$ cat src/rtl/fpu_cmd_queue_if.sv
// Handshake bundle between the FPU register block (command/result side) and the
// FPU core (issue/done side), as seen by fpu_cmd_queue.
interface fpu_cmd_queue_if;
    logic        cmd_val;
    logic        cmd_rdy;
    logic [3:0]  cmd_op;
    logic [31:0] cmd_din1;
    logic [31:0] cmd_din2;
    logic        res_val;
    logic        res_rdy;
    logic [31:0] res_data;
    logic        core_val;
    logic [3:0]  core_cmd;
    logic [31:0] core_din1;
    logic [31:0] core_din2;
    logic [31:0] core_result;
    logic        core_rdy;

    modport master (
        output cmd_val, cmd_op, cmd_din1, cmd_din2, res_rdy, core_result, core_rdy,
        input  cmd_rdy, res_val, res_data, core_val, core_cmd, core_din1, core_din2
    );

    modport slave (
        input  cmd_val, cmd_op, cmd_din1, cmd_din2, res_rdy, core_result, core_rdy,
        output cmd_rdy, res_val, res_data, core_val, core_cmd, core_din1, core_din2
    );
endinterface

$ cat src/rtl/fpu_cmd_queue.sv
// Command/result buffering stage between the FPU register block and the FPU core.
// Optional core watchdog is enabled by defining FPU_QUEUE_TIMEOUT_EN.
module fpu_cmd_queue #(
    parameter int DEPTH       = 4,
    parameter int PTR_W       = 2,
    parameter int TIMEOUT_CYC = 255
) (
    input  logic           mclk,
    input  logic           rst_n,
    input  logic           flush,
    fpu_cmd_queue_if.slave bus,
    output logic [PTR_W:0] cmd_cnt,
    output logic           err,
    output logic           idle
);
    localparam logic [PTR_W:0]   CNT_ZERO = (PTR_W+1)'(1'b0);
    localparam logic [PTR_W:0]   CNT_ONE  = (PTR_W+1)'(1'b1);
    localparam logic [PTR_W:0]   CNT_FULL = (PTR_W+1)'(DEPTH);
    localparam logic [PTR_W-1:0] PTR_ZERO = PTR_W'(1'b0);
    localparam logic [PTR_W-1:0] PTR_ONE  = PTR_W'(1'b1);
    localparam logic [31:0]      QNAN     = 32'h7FC0_0000;

    typedef enum logic [1:0] {
        ST_IDLE  = 2'd0,
        ST_ISSUE = 2'd1,
        ST_WAIT  = 2'd2
    } state_t;

    state_t            state_r, state_nxt_s;
    logic [67:0]       cmd_mem_r [DEPTH];
    logic [31:0]       res_mem_r [DEPTH];
    logic [PTR_W-1:0]  cmd_wp_r, cmd_rp_r, res_wp_r, res_rp_r;
    logic [PTR_W:0]    cmd_cnt_r, res_cnt_r, issued_s;
    logic [3:0]        core_cmd_r;
    logic [31:0]       core_din1_r, core_din2_r, res_in_s;
    logic              clr_s, cmd_push_s, issue_s, res_push_s, res_pop_s, timeout_s;

    assign clr_s      = !rst_n || flush;
    assign cmd_push_s = bus.cmd_val && (cmd_cnt_r != CNT_FULL);
    assign res_pop_s  = bus.res_rdy && (res_cnt_r != CNT_ZERO);
    // A command in ISSUE/WAIT already owns a result slot, so a result push never overflows
    assign issued_s   = res_cnt_r + ((state_r != ST_IDLE) ? CNT_ONE : CNT_ZERO);
    assign issue_s    = (state_r == ST_IDLE) && (cmd_cnt_r != CNT_ZERO) && (issued_s < CNT_FULL);
    assign res_in_s   = timeout_s ? QNAN : bus.core_result;

    // FSM state register
    always_ff @(posedge mclk) begin
        if (clr_s) state_r <= ST_IDLE;
        else       state_r <= state_nxt_s;
    end

    // FSM next state and result push strobe
    always_comb begin
        state_nxt_s = state_r;
        res_push_s  = 1'b0;
        case (state_r)
            ST_IDLE: begin
                if (issue_s) state_nxt_s = ST_ISSUE;
                else         state_nxt_s = ST_IDLE;
            end
            ST_ISSUE, ST_WAIT: begin
                if (bus.core_rdy || timeout_s) begin
                    res_push_s  = 1'b1;
                    state_nxt_s = ST_IDLE;
                end else begin
                    state_nxt_s = ST_WAIT;
                end
            end
            default: state_nxt_s = ST_IDLE;
        endcase
    end

    // Command FIFO storage, pointers and occupancy
    always_ff @(posedge mclk) begin
        if (clr_s) begin
            cmd_wp_r  <= PTR_ZERO;
            cmd_rp_r  <= PTR_ZERO;
            cmd_cnt_r <= CNT_ZERO;
            for (int i = 0; i < DEPTH; i++) cmd_mem_r[i] <= 68'd0;
        end else begin
            if (cmd_push_s) begin
                cmd_mem_r[cmd_wp_r] <= {bus.cmd_op, bus.cmd_din1, bus.cmd_din2};
                cmd_wp_r            <= cmd_wp_r + PTR_ONE;
            end
            if (issue_s) cmd_rp_r <= cmd_rp_r + PTR_ONE;
            case ({cmd_push_s, issue_s})
                2'b10:   cmd_cnt_r <= cmd_cnt_r + CNT_ONE;
                2'b01:   cmd_cnt_r <= cmd_cnt_r - CNT_ONE;
                default: cmd_cnt_r <= cmd_cnt_r;
            endcase
        end
    end

    // Result FIFO storage, pointers and occupancy
    always_ff @(posedge mclk) begin
        if (clr_s) begin
            res_wp_r  <= PTR_ZERO;
            res_rp_r  <= PTR_ZERO;
            res_cnt_r <= CNT_ZERO;
            for (int i = 0; i < DEPTH; i++) res_mem_r[i] <= 32'd0;
        end else begin
            if (res_push_s) begin
                res_mem_r[res_wp_r] <= res_in_s;
                res_wp_r            <= res_wp_r + PTR_ONE;
            end
            if (res_pop_s) res_rp_r <= res_rp_r + PTR_ONE;
            case ({res_push_s, res_pop_s})
                2'b10:   res_cnt_r <= res_cnt_r + CNT_ONE;
                2'b01:   res_cnt_r <= res_cnt_r - CNT_ONE;
                default: res_cnt_r <= res_cnt_r;
            endcase
        end
    end

    // Issue registers hold the last issued operation until the next issue
    always_ff @(posedge mclk) begin
        if (clr_s) begin
            core_cmd_r  <= 4'd0;
            core_din1_r <= 32'd0;
            core_din2_r <= 32'd0;
        end else if (issue_s) begin
            {core_cmd_r, core_din1_r, core_din2_r} <= cmd_mem_r[cmd_rp_r];
        end
    end

`ifdef FPU_QUEUE_TIMEOUT_EN
    localparam int              TO_W    = $clog2(TIMEOUT_CYC + 1);
    localparam logic [TO_W-1:0] TO_LAST = TO_W'(TIMEOUT_CYC - 1);
    logic [TO_W-1:0] to_cnt_r;
    logic            err_r;

    assign timeout_s = (state_r == ST_WAIT) && !bus.core_rdy && (to_cnt_r == TO_LAST);

    // Watchdog counts WAIT cycles of the current issue
    always_ff @(posedge mclk) begin
        if (clr_s || issue_s)          to_cnt_r <= TO_W'(1'b0);
        else if (state_r == ST_WAIT)   to_cnt_r <= to_cnt_r + TO_W'(1'b1);
    end

    // Sticky error survives flush; only reset clears it
    always_ff @(posedge mclk) begin
        if (!rst_n)                   err_r <= 1'b0;
        else if (timeout_s && !flush) err_r <= 1'b1;
    end

    assign err = err_r;
`else
    assign timeout_s = 1'b0;
    assign err       = 1'b0;
`endif

    assign bus.cmd_rdy   = (cmd_cnt_r != CNT_FULL);
    assign bus.res_val   = (res_cnt_r != CNT_ZERO);
    assign bus.res_data  = res_mem_r[res_rp_r];
    assign bus.core_val  = (state_r == ST_ISSUE);
    assign bus.core_cmd  = core_cmd_r;
    assign bus.core_din1 = core_din1_r;
    assign bus.core_din2 = core_din2_r;
    assign cmd_cnt       = cmd_cnt_r;
    assign idle          = (state_r == ST_IDLE) && (cmd_cnt_r == CNT_ZERO) && (res_cnt_r == CNT_ZERO);
endmodule

$ cat src/flat_wrapper.sv
// flat-port wrapper written by rule: the top's interface ports become plain ports
module fpu_cmd_queue_flat 
#(
    parameter int DEPTH       = 4,
    parameter int PTR_W       = 2,
    parameter int TIMEOUT_CYC = 255
)
  (mclk, rst_n, flush, cmd_cnt, err, idle, bus_cmd_val, bus_cmd_op, bus_cmd_din1, bus_cmd_din2, bus_res_rdy, bus_core_result, bus_core_rdy, bus_cmd_rdy, bus_res_val, bus_res_data, bus_core_val, bus_core_cmd, bus_core_din1, bus_core_din2);
  fpu_cmd_queue_if bus_i ();
  input  logic mclk;
  input  logic rst_n;
  input  logic flush;
  output logic [PTR_W:0] cmd_cnt;
  output logic err;
  output logic idle;
  input wire logic [$bits(bus_i.cmd_val)-1:0] bus_cmd_val;
  input wire logic [$bits(bus_i.cmd_op)-1:0] bus_cmd_op;
  input wire logic [$bits(bus_i.cmd_din1)-1:0] bus_cmd_din1;
  input wire logic [$bits(bus_i.cmd_din2)-1:0] bus_cmd_din2;
  input wire logic [$bits(bus_i.res_rdy)-1:0] bus_res_rdy;
  input wire logic [$bits(bus_i.core_result)-1:0] bus_core_result;
  input wire logic [$bits(bus_i.core_rdy)-1:0] bus_core_rdy;
  output wire logic [$bits(bus_i.cmd_rdy)-1:0] bus_cmd_rdy;
  output wire logic [$bits(bus_i.res_val)-1:0] bus_res_val;
  output wire logic [$bits(bus_i.res_data)-1:0] bus_res_data;
  output wire logic [$bits(bus_i.core_val)-1:0] bus_core_val;
  output wire logic [$bits(bus_i.core_cmd)-1:0] bus_core_cmd;
  output wire logic [$bits(bus_i.core_din1)-1:0] bus_core_din1;
  output wire logic [$bits(bus_i.core_din2)-1:0] bus_core_din2;
  assign bus_i.cmd_val = bus_cmd_val;
  assign bus_i.cmd_op = bus_cmd_op;
  assign bus_i.cmd_din1 = bus_cmd_din1;
  assign bus_i.cmd_din2 = bus_cmd_din2;
  assign bus_i.res_rdy = bus_res_rdy;
  assign bus_i.core_result = bus_core_result;
  assign bus_i.core_rdy = bus_core_rdy;
  assign bus_cmd_rdy = bus_i.cmd_rdy;
  assign bus_res_val = bus_i.res_val;
  assign bus_res_data = bus_i.res_data;
  assign bus_core_val = bus_i.core_val;
  assign bus_core_cmd = bus_i.core_cmd;
  assign bus_core_din1 = bus_i.core_din1;
  assign bus_core_din2 = bus_i.core_din2;
  fpu_cmd_queue #(.DEPTH(DEPTH), .PTR_W(PTR_W), .TIMEOUT_CYC(TIMEOUT_CYC)) u_core (.mclk(mclk), .rst_n(rst_n), .flush(flush), .bus(bus_i), .cmd_cnt(cmd_cnt), .err(err), .idle(idle));
endmodule
$ cat config.mk
export PLATFORM = sky130hd
export DESIGN_NAME = fpu_cmd_queue_flat
export DESIGN_NICKNAME = d
export VERILOG_FILES = /design/src/rtl/fpu_cmd_queue_if.sv /design/src/rtl/fpu_cmd_queue.sv /design/src/flat_wrapper.sv
export SDC_FILE = /design/constraint.sdc
export NUM_CORES = 1
export LEC_CHECK = 0
export BUFFER_PORTS_ARGS = -buffer_cell sky130_fd_sc_hd__buf_4
export CORE_ASPECT_RATIO = 0.75
export CORE_MARGIN = 3
export CORE_UTILIZATION = 40
export CTS_BUF_LIST = sky130_fd_sc_hd__clkbuf_8
export CTS_CLUSTER_DIAMETER = 40
export DETAILED_ROUTE_END_ITERATION = 12
export GPL_ROUTABILITY_DRIVEN = 0
export PLACE_DENSITY = 0.59
export SETUP_SLACK_MARGIN = 0.3
export SKIP_LAST_GASP = 1
export SYNTH_ARGS = -nofsm -noshare
export SYNTH_HDL_FRONTEND = slang
export SYNTH_SLANG_ARGS = --single-unit
export TNS_END_PERCENT = 50
$ cat constraint.sdc
create_clock -name mclk -period 10.3 [get_ports mclk]
set_clock_uncertainty 0.1 [all_clocks]
set_input_delay 2.06 -clock mclk [delete_from_list [all_inputs] [get_ports mclk]]
set_output_delay 2.06 -clock mclk [all_outputs]
set_load 0.005 [all_outputs]
==> metrics.txt <==
Final Hold Viols 0; initial antenna violation count 2; Reg clk slew, reported paths 60 ps; RSZ-0062 raised after global routing false; clk sink count 486; top-area cell type share of the netlist area 58.90%; cell row count 70; Routed WL per cell 21.38 µm; LEAKAGE 9.420 nW; vias per std cell 5.080; Port Buffers 212; met2 wire length 23.73 mm; Max Clock Freq 224.1 MHz; Die X 266.7 µm; worst hold slack 359.0 ps; Nets 1650; vias in the first global route 12013; Remaining DRCs 0; CTS H-tree depth 3; post-synthesis sequential area ratio 67.35%; dpl hpwl 26.62 mm; Max-Slew Margin vs Limit 26.04%; Vias 11451; Slew @ Worst Pin 1109 ps; Detailed Route Iter0 Violations 660; main area contributors after synthesis edfxtp_1 (59%), and2_1 (12%), mux4_2 (11%); kind of critical path flop to primary output; Worst EP required 8140 ps; Worst setup SP type flop; CTS tree built; Top Layer Used met5; arrival time at the worst endpoint 2300 ps; die height 201.5 µm; synth unique cells 37; status finished clean; synthesis-to-finish area growth 19.28%; Max clock buf depth 3; Final period util 43.32%; fin cells 2254; Hold-fix buffers, CTS 0; cts repair resizes 0; grt ovf 0; post-synthesis register bit count 486; Slew Viols, Final 0; Power per Cell Area 174.4 nW/µm²; CTS Root Cell clkbuf_8; Yosys warning count 0; met1 WL 21.24 mm; drt pass-1 iters 5; multi-input logic area 6314 µm²; Syn Inst Count 1307; VDD IR-drop max 0.08700 mV; Hold Path Class flop to flop; Placed Cells 2101; CTS Buf Count 82; Finished Cell Area 24320 µm²; area leader, netlist edfxtp_1; WL met3 2.271 mm; total wire length 48.19 mm; largest net degree at the start of global routing 76; gr usage total 18.16%; crit path time final 4462 ps; crit path max fanout 32; setup TNS 0 ps; placed inst area 22670 µm²; starting density of the core 41.14%; mapped cell area 20390 µm²; maxcap violations 0; Top Ports 214; fraction of layout cells with a size suffix above 1 28.97%; first-pass GRT wire length 73.63 mm; Post-CTS Setup Repair Bufs 0; Final ANT Viol Nets 0; Syn Area/Cell 15.60 µm²; critical path capture point type primary output; number of fill cells 4339; FF/Latch Area 13740 µm²; Post-Syn Nets 1420; final setup vio count 0; Core Util, Final 49.07%; Clk Latency, worst-skew pair 650 ps; die area 53750 µm²; core area 49570 µm²
-- area by class of cell --
type | count | area share, %
clock buffers | 87 | 4.923
clock inverters | 65 | 1.852
diodes | 1 | 0.01029
well taps | 648 | 3.333
flip-flops and latches | 486 | 56.49
inverters | 12 | 0.1852
repair buffers | 235 | 7.253
multi-input cells | 720 | 25.96
-- synthesized netlist by cell type --
| library cell | instances |
|---|---|
| a21oi_1 | 8 |
| a41o_1 | 1 |
| and2_1 | 400 |
| buf_1 | 8 |
| buf_2 | 28 |
| buf_4 | 3 |
| clkbuf_1 | 50 |
| conb_1 | 1 |
| dfxtp_1 | 86 |
| edfxtp_1 | 400 |
| fa_1 | 2 |
| ha_1 | 5 |
| inv_1 | 12 |
| mux4_2 | 100 |
| nand2_1 | 72 |
| nand2b_1 | 5 |
| nand2b_4 | 1 |
| nand3_1 | 1 |
| nand4b_1 | 1 |
| nor2_1 | 14 |
| nor2b_1 | 1 |
| nor3_1 | 1 |
| nor3_2 | 3 |
| nor3b_1 | 1 |
| nor3b_4 | 1 |
| nor4_4 | 3 |
| nor4b_1 | 2 |
| o21ai_0 | 10 |
| o2bb2ai_1 | 68 |
| o311ai_0 | 1 |
| o31a_1 | 1 |
| o31ai_1 | 1 |
| or2_2 | 1 |
| or3_1 | 6 |
| or4_1 | 1 |
| xnor2_1 | 2 |
| xor2_1 | 6 |
-- worst paths after layout --
| check | start | to | slack [ps] | cells past startpoint |
|---|---|---|---|---|
| setup / recovery | flop | bus_res_data[10] | 5840 | 3 |
| hold reg to reg | u_core.bus.core_din1[17] | u_core.bus.core_din1[17] | 360 | 2 |
| hold / removal | u_core.bus.core_din1[17] | u_core.bus.core_din1[17] | 360 | 2 |
| setup reg to reg | u_core.state_r[1] | u_core.cmd_cnt[2] | 7180 | 11 |
-- cells in the final DEF (no fill, tap or decap), types with 3 or more instances in the layout --
cell	count
bufinv_16	6
dfxtp_1	83
nand2_1	71
or3_1	6
buf_4	235
nor4_4	3
nand2b_1	5
mux4_2	100
clkbuf_8	87
edfxtp_1	400
clkinv_2	6
o21ai_0	5
nor2_1	13
clkinv_4	3
o2bb2ai_1	68
o21ai_2	3
clkinv_1	10
inv_1	47
and2_1	400
inv_6	3
xor2_1	6
a21oi_1	8
ha_1	5
-- worst max-delay path: stages (launching register included) --
cell and delay (ps):
dfxtp_2 310, buf_4 540, mux4_2 610, buf_4 150
-- layer usage --
layer	track usage, %	up-vias
li1	-	5281
met1	24.32	5828
met2	30.05	267
met3	3.790	73
met4	5.186	2
met5	0	-
-- per-stage QoR --
step	total power, mW	worst slack [ps]
2_1_floorplan	2.426	2688
3_3_place_gp	2.552	5631
3_5_place_dp	2.558	5607
4_1_cts	4.304	5726
5_1_grt	4.413	5669
6_report	4.241	5838
-- cell families after synthesis --
| family | share of synthesized area, % |
|---|---|
| fa+ha+maj | 0.5031 |
| mux | 11.04 |
| simple gates | 15.12 |
| other cells | 0.01839 |
| xor+xnor | 0.3436 |
| buf+inv | 2.086 |
| flops | 67.35 |
| compound gates | 3.534 |
-- sequential cells by signal, summed over array words and instances, names as in the netlist, 3 cells and up, named ones only --
name and cells:
u_core.res_cnt_r 3, u_core.bus.core_din2 32, u_core.bus.core_din1 32, u_core.cmd_cnt 3, u_core.res_mem_r 128, u_core.cmd_mem_r 272
u_core.bus.core_cmd 4
-- report_power, final --
group / switching (mW) / total [mW] / internal [mW] / leakage [nW]
combinational: 0.150 / 0.264 / 0.114 / 3.27
clock: 0.791 / 1.73 / 0.940 / 0.968
sequential: 0.0330 / 2.25 / 2.21 / 5.18
(Power assumes the default switching activity.)
